[config.mk]
export PLATFORM = sky130hd
export DESIGN_NAME = rx_frame_assembler_flat
export DESIGN_NICKNAME = d
export VERILOG_FILES = /design/src/rtl/rx_frame_assembler_if.sv /design/src/rtl/rx_frame_assembler.sv /design/src/flat_wrapper.sv
export SDC_FILE = /design/constraint.sdc
export NUM_CORES = 1
export LEC_CHECK = 0
export BUFFER_PORTS_ARGS = -buffer_cell sky130_fd_sc_hd__buf_2
export CAP_MARGIN = 20
export CORE_MARGIN = 5
export CORE_UTILIZATION = 53
export CTS_BUF_LIST = sky130_fd_sc_hd__clkbuf_4
export DETAILED_ROUTE_END_ITERATION = 7
export PLACE_DENSITY_LB_ADDON = 0.25
export RECOVER_POWER = 25
export SETUP_SLACK_MARGIN = 0.5
export SLEW_MARGIN = 20
export SYNTH_ARGS = -nofsm -noshare
export SYNTH_HDL_FRONTEND = slang
export SYNTH_SLANG_ARGS = --single-unit
[constraint.sdc]
create_clock -name i_Clock -period 2.1 [get_ports i_Clock]
set_clock_uncertainty 0.05 [all_clocks]
set_input_delay 0.21 -clock i_Clock [delete_from_list [all_inputs] [get_ports i_Clock]]
set_output_delay 0.21 -clock i_Clock [all_outputs]
set_load 0.03 [all_outputs]
[src/rtl/rx_frame_assembler_if.sv]
`default_nettype none
// ============================================================================
//  Module      : rx_frame_assembler_if
//  Description : Byte-stream input and validated-frame output bundle of the
//                receive frame assembler.
//  Revision    : 1.0 - initial release
// ============================================================================
interface rx_frame_assembler_if;
  logic       i_Rx_DV;
  logic [7:0] i_Rx_Byte;
  logic       i_Ready;
  logic       o_Valid;
  logic [7:0] o_Cmd;
  logic [7:0] o_Addr;
  logic       o_Err;
  logic [2:0] o_Err_Code;
  logic [7:0] o_Err_Count;

  // Assembler side: consumes bytes and ready, produces frames and errors.
  modport master (
    input  i_Rx_DV, i_Rx_Byte, i_Ready,
    output o_Valid, o_Cmd, o_Addr, o_Err, o_Err_Code, o_Err_Count
  );

  // Environment side: the UART receiver and the downstream selector.
  modport slave (
    output i_Rx_DV, i_Rx_Byte, i_Ready,
    input  o_Valid, o_Cmd, o_Addr, o_Err, o_Err_Code, o_Err_Count
  );
endinterface
`default_nettype wire

[src/rtl/rx_frame_assembler.sv]
`default_nettype none
// ============================================================================
//  Module      : rx_frame_assembler
//  Description : Builds a command/address frame from the UART byte stream,
//                rejects bad commands, bad addresses, stalled frames and
//                overruns, and holds each frame until downstream accepts it.
//  Revision    : 1.0 - initial release
// ============================================================================
module rx_frame_assembler #(
  parameter int unsigned CLKS_TIMEOUT = 50_000_000,
  parameter logic [7:0]  MAX_CMD      = 8'h06,
  parameter int unsigned NUM_ADDR     = 32
) (
  input  wire logic            i_Clock,
  input  wire logic            i_Reset_n,
  rx_frame_assembler_if.master bus
);

  localparam int unsigned            c_tmo_w    = (CLKS_TIMEOUT > 1) ? $clog2(CLKS_TIMEOUT) : 1;
  localparam logic [c_tmo_w-1:0]     c_tmo_last = c_tmo_w'(CLKS_TIMEOUT - 1);
  localparam logic [2:0]             c_err_cmd  = 3'd1;
  localparam logic [2:0]             c_err_addr = 3'd2;
  localparam logic [2:0]             c_err_tmo  = 3'd3;
  localparam logic [2:0]             c_err_ovr  = 3'd4;

  typedef enum logic [1:0] {
    ST_IDLE      = 2'd0,
    ST_WAIT_ADDR = 2'd1,
    ST_PENDING   = 2'd2
  } state_t;

  state_t               r_state;
  state_t               w_state_nxt;
  logic [c_tmo_w-1:0]   r_tmo;
  logic [7:0]           r_cmd;
  logic [7:0]           r_addr;
  logic                 r_err;
  logic [2:0]           r_err_code;
  logic [7:0]           r_err_count;

  logic                 w_load_cmd;
  logic                 w_load_addr;
  logic                 w_clr_tmo;
  logic                 w_inc_tmo;
  logic                 w_err;
  logic [2:0]           w_err_code;
  logic                 w_cmd_ok;
  logic                 w_addr_ok;

  // Range checks are widened so NUM_ADDR can be compared at full width.
  assign w_cmd_ok  = (bus.i_Rx_Byte <= MAX_CMD);
  assign w_addr_ok = ({24'd0, bus.i_Rx_Byte} < NUM_ADDR);

  // State register; reset drops any partial or pending frame at once.
  always_ff @(posedge i_Clock or negedge i_Reset_n) begin
    if (!i_Reset_n) r_state <= ST_IDLE;
    else            r_state <= w_state_nxt;
  end

  // Next-state decode plus datapath enables and error classification.
  always_comb begin
    w_state_nxt = r_state;
    w_load_cmd  = 1'b0;
    w_load_addr = 1'b0;
    w_clr_tmo   = 1'b0;
    w_inc_tmo   = 1'b0;
    w_err       = 1'b0;
    w_err_code  = r_err_code;
    case (r_state)
      ST_IDLE: begin
        if (bus.i_Rx_DV) begin
          if (w_cmd_ok) begin
            w_load_cmd  = 1'b1;
            w_clr_tmo   = 1'b1;
            w_state_nxt = ST_WAIT_ADDR;
          end else begin
            w_err      = 1'b1;
            w_err_code = c_err_cmd;
          end
        end
      end
      ST_WAIT_ADDR: begin
        // A byte arriving in the timeout cycle wins over the timeout.
        if (bus.i_Rx_DV) begin
          if (w_addr_ok) begin
            w_load_addr = 1'b1;
            w_state_nxt = ST_PENDING;
          end else begin
            w_err       = 1'b1;
            w_err_code  = c_err_addr;
            w_state_nxt = ST_IDLE;
          end
        end else if (r_tmo == c_tmo_last) begin
          w_err       = 1'b1;
          w_err_code  = c_err_tmo;
          w_state_nxt = ST_IDLE;
        end else begin
          w_inc_tmo = 1'b1;
        end
      end
      ST_PENDING: begin
        if (bus.i_Ready) w_state_nxt = ST_IDLE;
        // Bytes landing on a held frame are dropped even if it transfers now.
        if (bus.i_Rx_DV) begin
          w_err      = 1'b1;
          w_err_code = c_err_ovr;
        end
      end
      default: w_state_nxt = ST_IDLE;
    endcase
  end

  // Frame registers and stall counter; counter stops short of wrapping.
  always_ff @(posedge i_Clock or negedge i_Reset_n) begin
    if (!i_Reset_n) begin
      r_cmd  <= 8'd0;
      r_addr <= 8'd0;
      r_tmo  <= '0;
    end else begin
      if (w_load_cmd)  r_cmd  <= bus.i_Rx_Byte;
      if (w_load_addr) r_addr <= bus.i_Rx_Byte;
      if (w_clr_tmo)      r_tmo <= '0;
      else if (w_inc_tmo) r_tmo <= r_tmo + 1'b1;
    end
  end

  // Error pulse, sticky cause and saturating error count.
  always_ff @(posedge i_Clock or negedge i_Reset_n) begin
    if (!i_Reset_n) begin
      r_err       <= 1'b0;
      r_err_code  <= 3'd0;
      r_err_count <= 8'd0;
    end else begin
      r_err <= w_err;
      if (w_err) begin
        r_err_code <= w_err_code;
        if (r_err_count != 8'hFF) r_err_count <= r_err_count + 8'd1;
      end
    end
  end

  assign bus.o_Valid     = (r_state == ST_PENDING);
  assign bus.o_Cmd       = r_cmd;
  assign bus.o_Addr      = r_addr;
  assign bus.o_Err       = r_err;
  assign bus.o_Err_Code  = r_err_code;
  assign bus.o_Err_Count = r_err_count;

endmodule
`default_nettype wire

[src/flat_wrapper.sv]
// flat-port wrapper written by rule: the top's interface ports become plain ports
module rx_frame_assembler_flat 
#(
  parameter int unsigned CLKS_TIMEOUT = 50_000_000,
  parameter logic [7:0]  MAX_CMD      = 8'h06,
  parameter int unsigned NUM_ADDR     = 32
)
  (i_Clock, i_Reset_n, bus_i_Rx_DV, bus_i_Rx_Byte, bus_i_Ready, bus_o_Valid, bus_o_Cmd, bus_o_Addr, bus_o_Err, bus_o_Err_Code, bus_o_Err_Count);
  rx_frame_assembler_if bus_i ();
  input  wire logic i_Clock;
  input  wire logic i_Reset_n;
  input wire logic [$bits(bus_i.i_Rx_DV)-1:0] bus_i_Rx_DV;
  input wire logic [$bits(bus_i.i_Rx_Byte)-1:0] bus_i_Rx_Byte;
  input wire logic [$bits(bus_i.i_Ready)-1:0] bus_i_Ready;
  output wire logic [$bits(bus_i.o_Valid)-1:0] bus_o_Valid;
  output wire logic [$bits(bus_i.o_Cmd)-1:0] bus_o_Cmd;
  output wire logic [$bits(bus_i.o_Addr)-1:0] bus_o_Addr;
  output wire logic [$bits(bus_i.o_Err)-1:0] bus_o_Err;
  output wire logic [$bits(bus_i.o_Err_Code)-1:0] bus_o_Err_Code;
  output wire logic [$bits(bus_i.o_Err_Count)-1:0] bus_o_Err_Count;
  assign bus_i.i_Rx_DV = bus_i_Rx_DV;
  assign bus_i.i_Rx_Byte = bus_i_Rx_Byte;
  assign bus_i.i_Ready = bus_i_Ready;
  assign bus_o_Valid = bus_i.o_Valid;
  assign bus_o_Cmd = bus_i.o_Cmd;
  assign bus_o_Addr = bus_i.o_Addr;
  assign bus_o_Err = bus_i.o_Err;
  assign bus_o_Err_Code = bus_i.o_Err_Code;
  assign bus_o_Err_Count = bus_i.o_Err_Count;
  rx_frame_assembler #(.CLKS_TIMEOUT(CLKS_TIMEOUT), .MAX_CMD(MAX_CMD), .NUM_ADDR(NUM_ADDR)) u_core (.i_Clock(i_Clock), .i_Reset_n(i_Reset_n), .bus(bus_i));
endmodule
==> impl_metrics.toml, run 1 <==
[floorplan]
dieArea_mm2 = 0.006412
core_area_mm2 = 0.004755
io_pins = 41
fp.dieW_um = 80.08
die_h_um = 80.08
rows = 25
initial_utilization_pct = 54.74

[drt]
viasPerCell = 5.563
final_antenna_net_count = 0
wl_per_cell_um = 17.77
first_pass_iters = 4
drt_iter0_markers = 121
routed_wl_um = 7073
via_count = 2214
drc = 0

[grt]
grt_pass1_wl_um = 10360
first_global_vias = 2157
overflow = 0
grt_max_degree = 35
antenna_found_initial = 0
track_usage_pct = 20.73

[worst_setup_path]
slowest_delay_ps = 540
crit_path_top_delay_cell = "or4_4"
path_cells = "buf_4 -> or4_4 -> nor3_4 -> a31oi_4 -> buf_6 -> nand3_2 -> xor2_1 -> nor2_1"
critPathBufInv = 2
critical_path_required_ps = 2340
cp_max_fo = 6
cp-start-kind = "flop"
crit_arrival_ps = 2310
setup.worst_path.class = "reg -> reg"
regToRegSetupSlack_ps = 30
path_delay_family = "simple AND/OR/NAND/NOR gates"
crit_path_end_kind = "flop"

[sta]
rsz0062_at_grt = "true"
worst_slew_margin_rel_pct = 14.72
hold_violations = 0
tightest_slew_ps = 1279
fmax_mhz = 482.6
timing.final.crit_share_pct = 98.68
min_period_ps = 2072
setup_violations = 0
setup_ws_ps = 27.73
slew_viol_final = 0
finalSetupTns_ps = 0

[cells_and_area]
syn2layout_area_growth_pct = 42.84
diodes = 0
layout_common_cells = "53 x dfrtp_1, 38 x buf_2, 32 x buf_4"
fillers = 304
nets = 344
final_cell_area_mm2 = 0.003717
drive_gt1_share_pct = 46.83
layout_commonest_cell = "dfrtp_1"

[clock_tree]
cts_tree = "done"
cts_made_buffers = 5
cts_buffer_depth = 2
cts_root_buf = "clkbuf_4"
clk_latency_ps = 400
clock-sinks = 56
cts_htree_levels = 2
clk_pin_slew_ps = 170

[synthesis]
yosysWarnings = 0
synth_edf_count = 0
synth-seq-area-share_pct = 53.85
synth_area_per_cell_um2 = 10.71
synth-seq-cells = 56
yosys.area.top_type = "dfrtp_1"
synth_top_cell_area_share_pct = 53.85
synthDistinctLibCells = 39
synth.area.top_cells = "dfrtp_1 54%, xor2_1 5.0%, nand3_1 4.2%, mux2_2 3.9%, nor2_1 3.8%"
syn_area_mm2 = 0.002602
synthesis.nets = 257
syn_inst = 243
synthFlopType = "dfrtp_1"
synthArstFlopShare_pct = 100.0

[placed_design]
detailed_place.area_mm2 = 0.003070
place_congestion = 0.8748
detailedPlacementHpwl_um = 3817
port_buffers = 40
dpl_worst_slack_ps = 13.96

[power_and_ir_drop]
vdd_drop_max_mv = 0.4471
p_leak_nw = 1.773
total_power_w = 0.002838
powerDensity_mw_per_mm2 = 763.5

[hold_path]
hold_path_class = "in -> reg"

[job]
cap_violations = 0

[run_status]
status = "completed"
-- synth_stat cells, types with 3 or more instances --
library cell  instances
nand3_1              22
mux2i_1               4
nand4_1               7
nand2_1              14
buf_2                 3
dfrtp_1              56
inv_1                 3
or3_1                 3
nor2_1               26
and4_1                4
o21ai_0               5
nor3b_1               4
nand2b_1              3
nor2b_1              11
and2_1                3
a21oi_1               3
nor4_1                3
xnor2_1              10
xor2_1               15
a31oi_1               3
mux2_2                9
clkbuf_1              5
nor3_1                4
-- flip-flops by register name, summed over array words and instances (netlist names) --
signal,count
u_core.bus.o_Err,1
u_core.bus.o_Err_Code,3
u_core.r_tmo,26
u_core.r_state,2
u_core.bus.o_Err_Count,8
u_core.bus.o_Addr,8
u_core.bus.o_Cmd,8
-- layout make-up --
cell class	instances	area, um^2	area share, %
clock buffer	5	37.54	1.010
sequential	56	1405	37.80
timing repair buffer	87	620.6	16.69
clock inverter	3	68.82	1.851
multi-input combinational	176	1485	39.95
tap	67	83.83	2.255
inverter	4	16.27	0.4376
-- worst register-to-register path, stage by stage, from the launching register on --
cell and delay [ps]:
dfrtp_1 420, buf_4 150, or4_4 540, nor3_4 210
a31oi_4 120, buf_6 170, nand3_2 80, xor2_1 170
nor2_1 80
-- through the flow --
| stage | hold slack, ps | util (%) | instances |
|---|---|---|---|
| floorplan | -135.6 | - | 243 |
| global placement | 169.5 | 64.58 | 355 |
| detailed placement | 168.8 | 64.58 | 355 |
| CTS | 1.763 | 72.84 | 388 |
| global route | 10.53 | 78.18 | 398 |
| finish | 4.142 | 78.18 | 398 |
-- repair_timing --
item,4_1_cts,5_1_grt
gates resized for setup,25,41
setup buffers,23,7
gates cloned,1,2
setup endpoints to repair,46,51
hold buffers,1,1
pin swaps,16,17
endpoints found under the hold margin,22,2
-- path summary, 6_finish.rpt --
| check | start | to | cells past startpoint |
|---|---|---|---|
| worst min-delay path | bus_i_Ready | u_core.r_state[1]$_DFFE_PN0P_ | 3 |
| worst min register to register | u_core.bus.o_Cmd[7]$_DFFE_PN0P_ | u_core.bus.o_Cmd[7]$_DFFE_PN0P_ | 1 |
| worst max register to register | u_core.r_tmo[9]$_DFFE_PN0P_ | u_core.r_tmo[3]$_DFFE_PN0P_ | 8 |
| min in group asynchronous | i_Reset_n | u_core.bus.o_Addr[3]$_DFFE_PN0P_ | 2 |
| worst max-delay path | u_core.r_tmo[9]$_DFFE_PN0P_ | u_core.r_tmo[3]$_DFFE_PN0P_ | 8 |
| max in group asynchronous | i_Reset_n | u_core.bus.o_Err_Count[1]$_DFFE_PN0P_ | 2 |
-- report_power, final --
group / switching [W] / leakage [nW] / total, W / internal [W]
Combinational: 0.000421 / 0.969 / 0.000770 / 0.000349
Clock: 0.000357 / 0.0558 / 0.000732 / 0.000375
Sequential: 0.000153 / 0.749 / 0.00134 / 0.00118
-- cells by family (layout without fill, tap and decap cells) --
| group | Yosys count | after routing | share of synthesized area [%] |
|---|---|---|---|
| simple gates | 118 | 119 | 25.19 |
| xor+xnor | 25 | 25 | 8.413 |
| buf+inv | 12 | 99 | 1.875 |
| fa+ha+maj | 2 | 2 | 0.9614 |
| mux | 15 | 15 | 6.298 |
| flops | 56 | 56 | 53.85 |
| compound gates | 15 | 15 | 3.413 |
-- routing by layer --
layer | vias to the layer above | track usage, % | routed length (um)
met5 | - | 0 | 0
met4 | 0 | 7.770 | 199
met3 | 19 | 3.924 | 267
met2 | 55 | 34.44 | 3776
met1 | 1116 | 26.87 | 2829
li1 | 1024 | - | -
Note: power is estimated with default switching activity, not from simulation.
==> run 2: changes to the inputs <==
Settings changed: CELL_PAD_IN_SITES_DETAIL_PLACEMENT set to 2, CELL_PAD_IN_SITES_GLOBAL_PLACEMENT set to 2, CORE_UTILIZATION 53 to 34.
==> run 2 against run 1 <==
  * The flow now finishes with violations (negative setup slack)
  * Largest cell class unchanged
  * Highest routed layer unchanged
  * Hold slack improved by 10 ps
  * Maximum frequency fell by 6.1%
  * Via count rose by 10%
  * Cell count rose by 13%
  * Routed wire length rose by 56%
  * Combinational power fell by 4.8%
  * Critical path depth fell by 1
==> impl_metrics.toml, run 2 (synthesis results as in run 1) <==
[run_status]
status = "complete, but fails checks"
violations = "negative setup slack"

[clock_tree]
clock-sinks = 56
cts_made_buffers = 5
cts_htree_levels = 2
clk_pin_slew_ps = 200
cts_buffer_depth = 2
cts_root_buf = "clkbuf_4"
cts_tree = "done"
clk_latency_ps = 420

[worst_setup_path]
regToRegSetupSlack_ps = -110
slowest_delay_ps = 470
cp-start-kind = "flop"
path_cells = "or3b_4 -> buf_4 -> a31oi_2 -> buf_2 -> nand3_2 -> xnor2_1 -> nor2_1"
cp_max_fo = 5
crit_arrival_ps = 2460
r2r_end = "u_core.r_tmo[8]$_DFFE_PN0P_"
r2r_start = "u_core.r_state[1]$_DFFE_PN0P_"
crit_path_top_delay_cell = "dfrtp_1"
critPathBufInv = 2
setup.worst_path.class = "reg -> reg"
r2r_cells = 7
critical_path_required_ps = 2350
crit_path_end_kind = "flop"
path_delay_family = "simple AND/OR/NAND/NOR gates"

[drt]
drc = 0
first_pass_iters = 4
drt_iter0_markers = 74
routed_wl_um = 11040
viasPerCell = 5.423
via_count = 2435
final_antenna_net_count = 0
wl_per_cell_um = 24.59

[cells_and_area]
syn2layout_area_growth_pct = 51.11
layout_commonest_cell = "dfrtp_1"
drive_gt1_share_pct = 53.31
nets = 360
top_register = "u_core.r_tmo"
final_cell_area_mm2 = 0.003933
largest_reg_flops = 26
diodes = 0
layout_common_cells = "52 x dfrtp_1, 39 x buf_2, 36 x buf_4"

[power_and_ir_drop]
power_switching_w = 0.0009678
intPower_w = 0.001621
swShare_pct = 37.38
p_clk_share_pct = 20.4
power.sequential.fraction_pct = 51.3
p_leak_nw = 1.855
vdd_drop_max_mv = 0.3769
powerDensity_mw_per_mm2 = 658.4
combPwrFrac_pct = 28.3

[sta]
setup_violations = 11
hold_violations = 0
fmax_mhz = 453.3
slew_viol_final = 0
worst_slew_margin_rel_pct = 17.39
tightest_slew_ps = 1239
timing.final.crit_share_pct = 105.1
min_period_ps = 2206
setup_ws_ps = -106.2
finalSetupTns_ps = -408.8
rsz0062_at_grt = "true"

[placed_design]
detailed_place.area_mm2 = 0.003182
port_buffers = 40
place_congestion = 0.7534
detailedPlacementHpwl_um = 5044

[job]
cap_violations = 0

[floorplan]
dieArea_mm2 = 0.009504
initial_utilization_pct = 34.21
io_pins = 41
rows = 32
core_area_mm2 = 0.007607
fp.dieW_um = 97.49
die_h_um = 97.49

[hold_path]
holdCritStartpoint = "bus_i_Rx_Byte[2]"
hold_path_class = "in -> reg"
hold_end = "u_core.bus.o_Cmd[2]$_DFFE_PN0P_"
worstHoldPathCells = 2

[grt]
grt_max_degree = 28
first_global_vias = 2606
grt_pass1_wl_um = 14370
antenna_found_initial = 0
overflow = 0
track_usage_pct = 18.60
==> run 2: layout make-up <==
type                            count  area, um^2
Inverter                            4       15.01
Timing Repair Buffer              103       777.0
Sequential cell                    56        1406
Multi-Input combinational cell    176        1551
Clock inverter                      3       17.52
Fill cell                         770        3675
Tap cell                          102       127.6
Clock buffer                        5       37.54
==> run 2: how the worst max path moves through the flow <==
stage / from / endpoint / slack [ps] / cells after the start
floorplan: u_core.r_tmo[3]$_DFFE_PN0P_ / u_core.r_tmo[17]$_DFFE_PN0P_ / 150 / 5
global placement: u_core.r_tmo[8]$_DFFE_PN0P_ / u_core.r_tmo[15]$_DFFE_PN0P_ / 70 / 5
detailed placement: u_core.r_tmo[8]$_DFFE_PN0P_ / u_core.r_tmo[15]$_DFFE_PN0P_ / -30 / 5
CTS: u_core.r_tmo[8]$_DFFE_PN0P_ / u_core.r_tmo[0]$_DFFE_PN0P_ / 50 / 7
global route: u_core.r_state[1]$_DFFE_PN0P_ / u_core.r_tmo[17]$_DFFE_PN0P_ / -130 / 5
finish: u_core.r_state[1]$_DFFE_PN0P_ / u_core.r_tmo[8]$_DFFE_PN0P_ / -110 / 7
==> run 2: per-stage QoR <==
stage               instances  hold WS [ps]  total power (W)  util (%)  setup slack [ps]
floorplan                 243        -135.6         0.001699         -             147.4
global placement          399         172.5         0.001881     41.83             67.38
detailed placement        399         182.7         0.001908     41.83            -27.07
CTS                       434         16.17         0.002477     47.47             45.24
global route              449        -17.09         0.002723     51.69            -134.6
finish                    449         14.54         0.002589     51.69            -106.2
==> run 2: routing by layer <==
| metal | part of all wire (%) | GRT usage [%] | vias to the layer above | wire length (um) |
|---|---|---|---|---|
| met5 | 0 | 0 | - | 0 |
| li1 | - | - | 1050 | - |
| met3 | 3.0 | 2.728 | 34 | 329 |
| met2 | 56 | 35.53 | 69 | 6184 |
| met4 | 4.2 | 4.153 | 0 | 463 |
| met1 | 37 | 21.75 | 1282 | 4064 |
==> run 2: what timing repair did <==
action,CTS,global route
endpoints found under the setup margin,47,53
gates resized for setup,42,49
gates cloned,2,1
hold buffers,1,0
buffers inserted,24,14
pin swaps,27,21
hold endpoints to repair,20,0
==> run 2: power by group through the flow <==
stage	clock network [W]	registers (W)	logic (W)
global route	0.000582	0.00135	0.000792
floorplan	0	0.00147	0.000227
finish	0.000529	0.00133	0.000733
detailed placement	0	0.00133	0.000581
global placement	0	0.00132	0.000559
CTS	0.000514	0.00131	0.000658
==> run 3: changes to the inputs <==
Settings changed: RECOVER_POWER 25 to 50.
==> run 3 against run 2 <==
  * Non-clock buffer count did not move
  * Routed wire length is 0.25% higher
  * First-iteration DRC count down 34%
  * The run still ends with negative setup slack left
  * Register-to-register slack about the same
  * Setup slack got worse by 5.1 ps
==> impl_metrics.toml, run 3 (synthesis results as in run 1) <==
[clock_tree]
cts_htree_levels = 2
cts_buffer_depth = 2
cts_root_buf = "clkbuf_4"
clk_latency_ps = 420
clock-sinks = 56
cts_made_buffers = 5
clk_pin_slew_ps = 190
cts_tree = "done"

[floorplan]
dieArea_mm2 = 0.009504
fp.dieW_um = 97.49
io_pins = 41
core_area_mm2 = 0.007607
initial_utilization_pct = 34.21
rows = 32
die_h_um = 97.49

[worst_setup_path]
path_delay_family = "simple AND/OR/NAND/NOR gates"
path_cells = "or3b_4 -> buf_4 -> a31oi_2 -> buf_2 -> nand3_2 -> xnor2_1 -> nor2_1"
cp-start-kind = "flop"
cp_max_fo = 5
critical_path_required_ps = 2350
slowest_delay_ps = 470
crit_path_top_delay_cell = "dfrtp_1"
setup.worst_path.class = "reg -> reg"
crit_path_end_kind = "flop"
critPathBufInv = 2
crit_arrival_ps = 2460

[grt]
grt_pass1_wl_um = 14370
overflow = 0
grt_max_degree = 28
track_usage_pct = 18.60
first_global_vias = 2606
antenna_found_initial = 0

[cells_and_area]
layout_common_cells = "52 x dfrtp_1, 35 x buf_4, 31 x buf_2"
nets = 360
syn2layout_area_growth_pct = 50.58
seq_area_mm2 = 0.001406
largest_reg_flops = 26
multi_input_comb_area_mm2 = 0.001551
top_register = "u_core.r_tmo"
fin_util_pct = 51.51
drive_gt1_share_pct = 50.72
fillers = 776
diodes = 0
layout_commonest_cell = "dfrtp_1"

[drt]
wl_per_cell_um = 24.66
first_pass_iters = 4
final_antenna_net_count = 0
drt_iter0_markers = 49
viasPerCell = 5.401
routed_wl_um = 11070
via_count = 2425
drc = 0

[sta]
setup_ws_ps = -111.3
worst_hold_slack_ps = 13.17
fmax_mhz = 452.2
tightest_slew_ps = 1224
slew_viol_final = 0
rsz0062_at_grt = "true"
setup_violations = 10
worst_slew_margin_rel_pct = 18.37
min_period_ps = 2211
hold_violations = 0
timing.final.crit_share_pct = 105.3

[placed_design]
detailedPlacementHpwl_um = 5044
place_congestion = 0.7534
dpl_worst_slack_ps = -27.07
port_buffers = 40

[run_status]
status = "complete, but fails checks"
violations = "negative setup slack"

[hold_path]
hold_path_class = "in -> reg"

[power_and_ir_drop]
p_leak_nw = 1.818
powerDensity_mw_per_mm2 = 659.1
vdd_drop_max_mv = 0.3747

[job]
cap_violations = 0
-- run 3: changes by cell type in the layout (fill, tap and decap cells not counted), sizes merged --
cell	change
clkbuf	+9
buf	-9
-- run 3: timing repair --
action,4_1_cts,5_1_grt
cloned,2,1
endpoints found under the setup margin,47,53
resized for setup,42,49
buffers inserted,24,14
pin swaps,27,21
endpoints found under the hold margin,20,0
hold buffers,1,0
-- run 3: layout make-up --
type	instances	share of cell area (%)
well taps	102	3.257
multi-input cells	176	39.59
repair buffers	103	19.48
clock buffers	5	0.9579
clock inverters	3	0.4470
flip-flops and latches	56	35.89
inverters	4	0.3831
-- run 3: power by group --
part	switching, W	internal [W]	total (W)
Combinational	0.000426	0.000306	0.000732
Sequential	0.000146	0.00118	0.00133
Clock	0.000391	0.000130	0.000522
-- run 3: layer usage --
metal | GRT usage (%) | vias up | wire, um
met1 | 21.75 | 1261 | 4062
met2 | 35.53 | 77 | 6188
li1 | - | 1052 | -
met3 | 2.728 | 35 | 373
met5 | 0 | - | 0
met4 | 4.153 | 0 | 447
-- run 3: worst paths after layout --
path | cells after the start | from | endpoint | slack (ps)
setup / recovery | 7 | u_core.r_state[1]$_DFFE_PN0P_ | u_core.r_tmo[8]$_DFFE_PN0P_ | -110
hold / removal | 2 | bus_i_Rx_Byte[2] | u_core.bus.o_Cmd[2]$_DFFE_PN0P_ | 10
setup reg to reg | 7 | u_core.r_state[1]$_DFFE_PN0P_ | u_core.r_tmo[8]$_DFFE_PN0P_ | -110
hold reg to reg | 1 | u_core.bus.o_Cmd[3]$_DFFE_PN0P_ | u_core.bus.o_Cmd[3]$_DFFE_PN0P_ | 480
max in group asynchronous | 3 | i_Reset_n | u_core.r_tmo[7]$_DFFE_PN0P_ | 350
min in group asynchronous | 2 | i_Reset_n | u_core.r_tmo[25]$_DFFE_PN0P_ | 490
-- run 3: metrics by stage --
stage / total power [W] / TNS (ps) / cells / area (um^2)
2_1_floorplan: 0.001699 / 0 / 243 / 2726
3_3_place_gp: 0.001881 / 0 / 399 / 3182
3_5_place_dp: 0.001908 / -49.49 / 399 / 3182
4_1_cts: 0.002477 / 0 / 434 / 3611
5_1_grt: 0.002721 / -1357 / 449 / 3919
6_report: 0.002583 / -518.3 / 449 / 3919
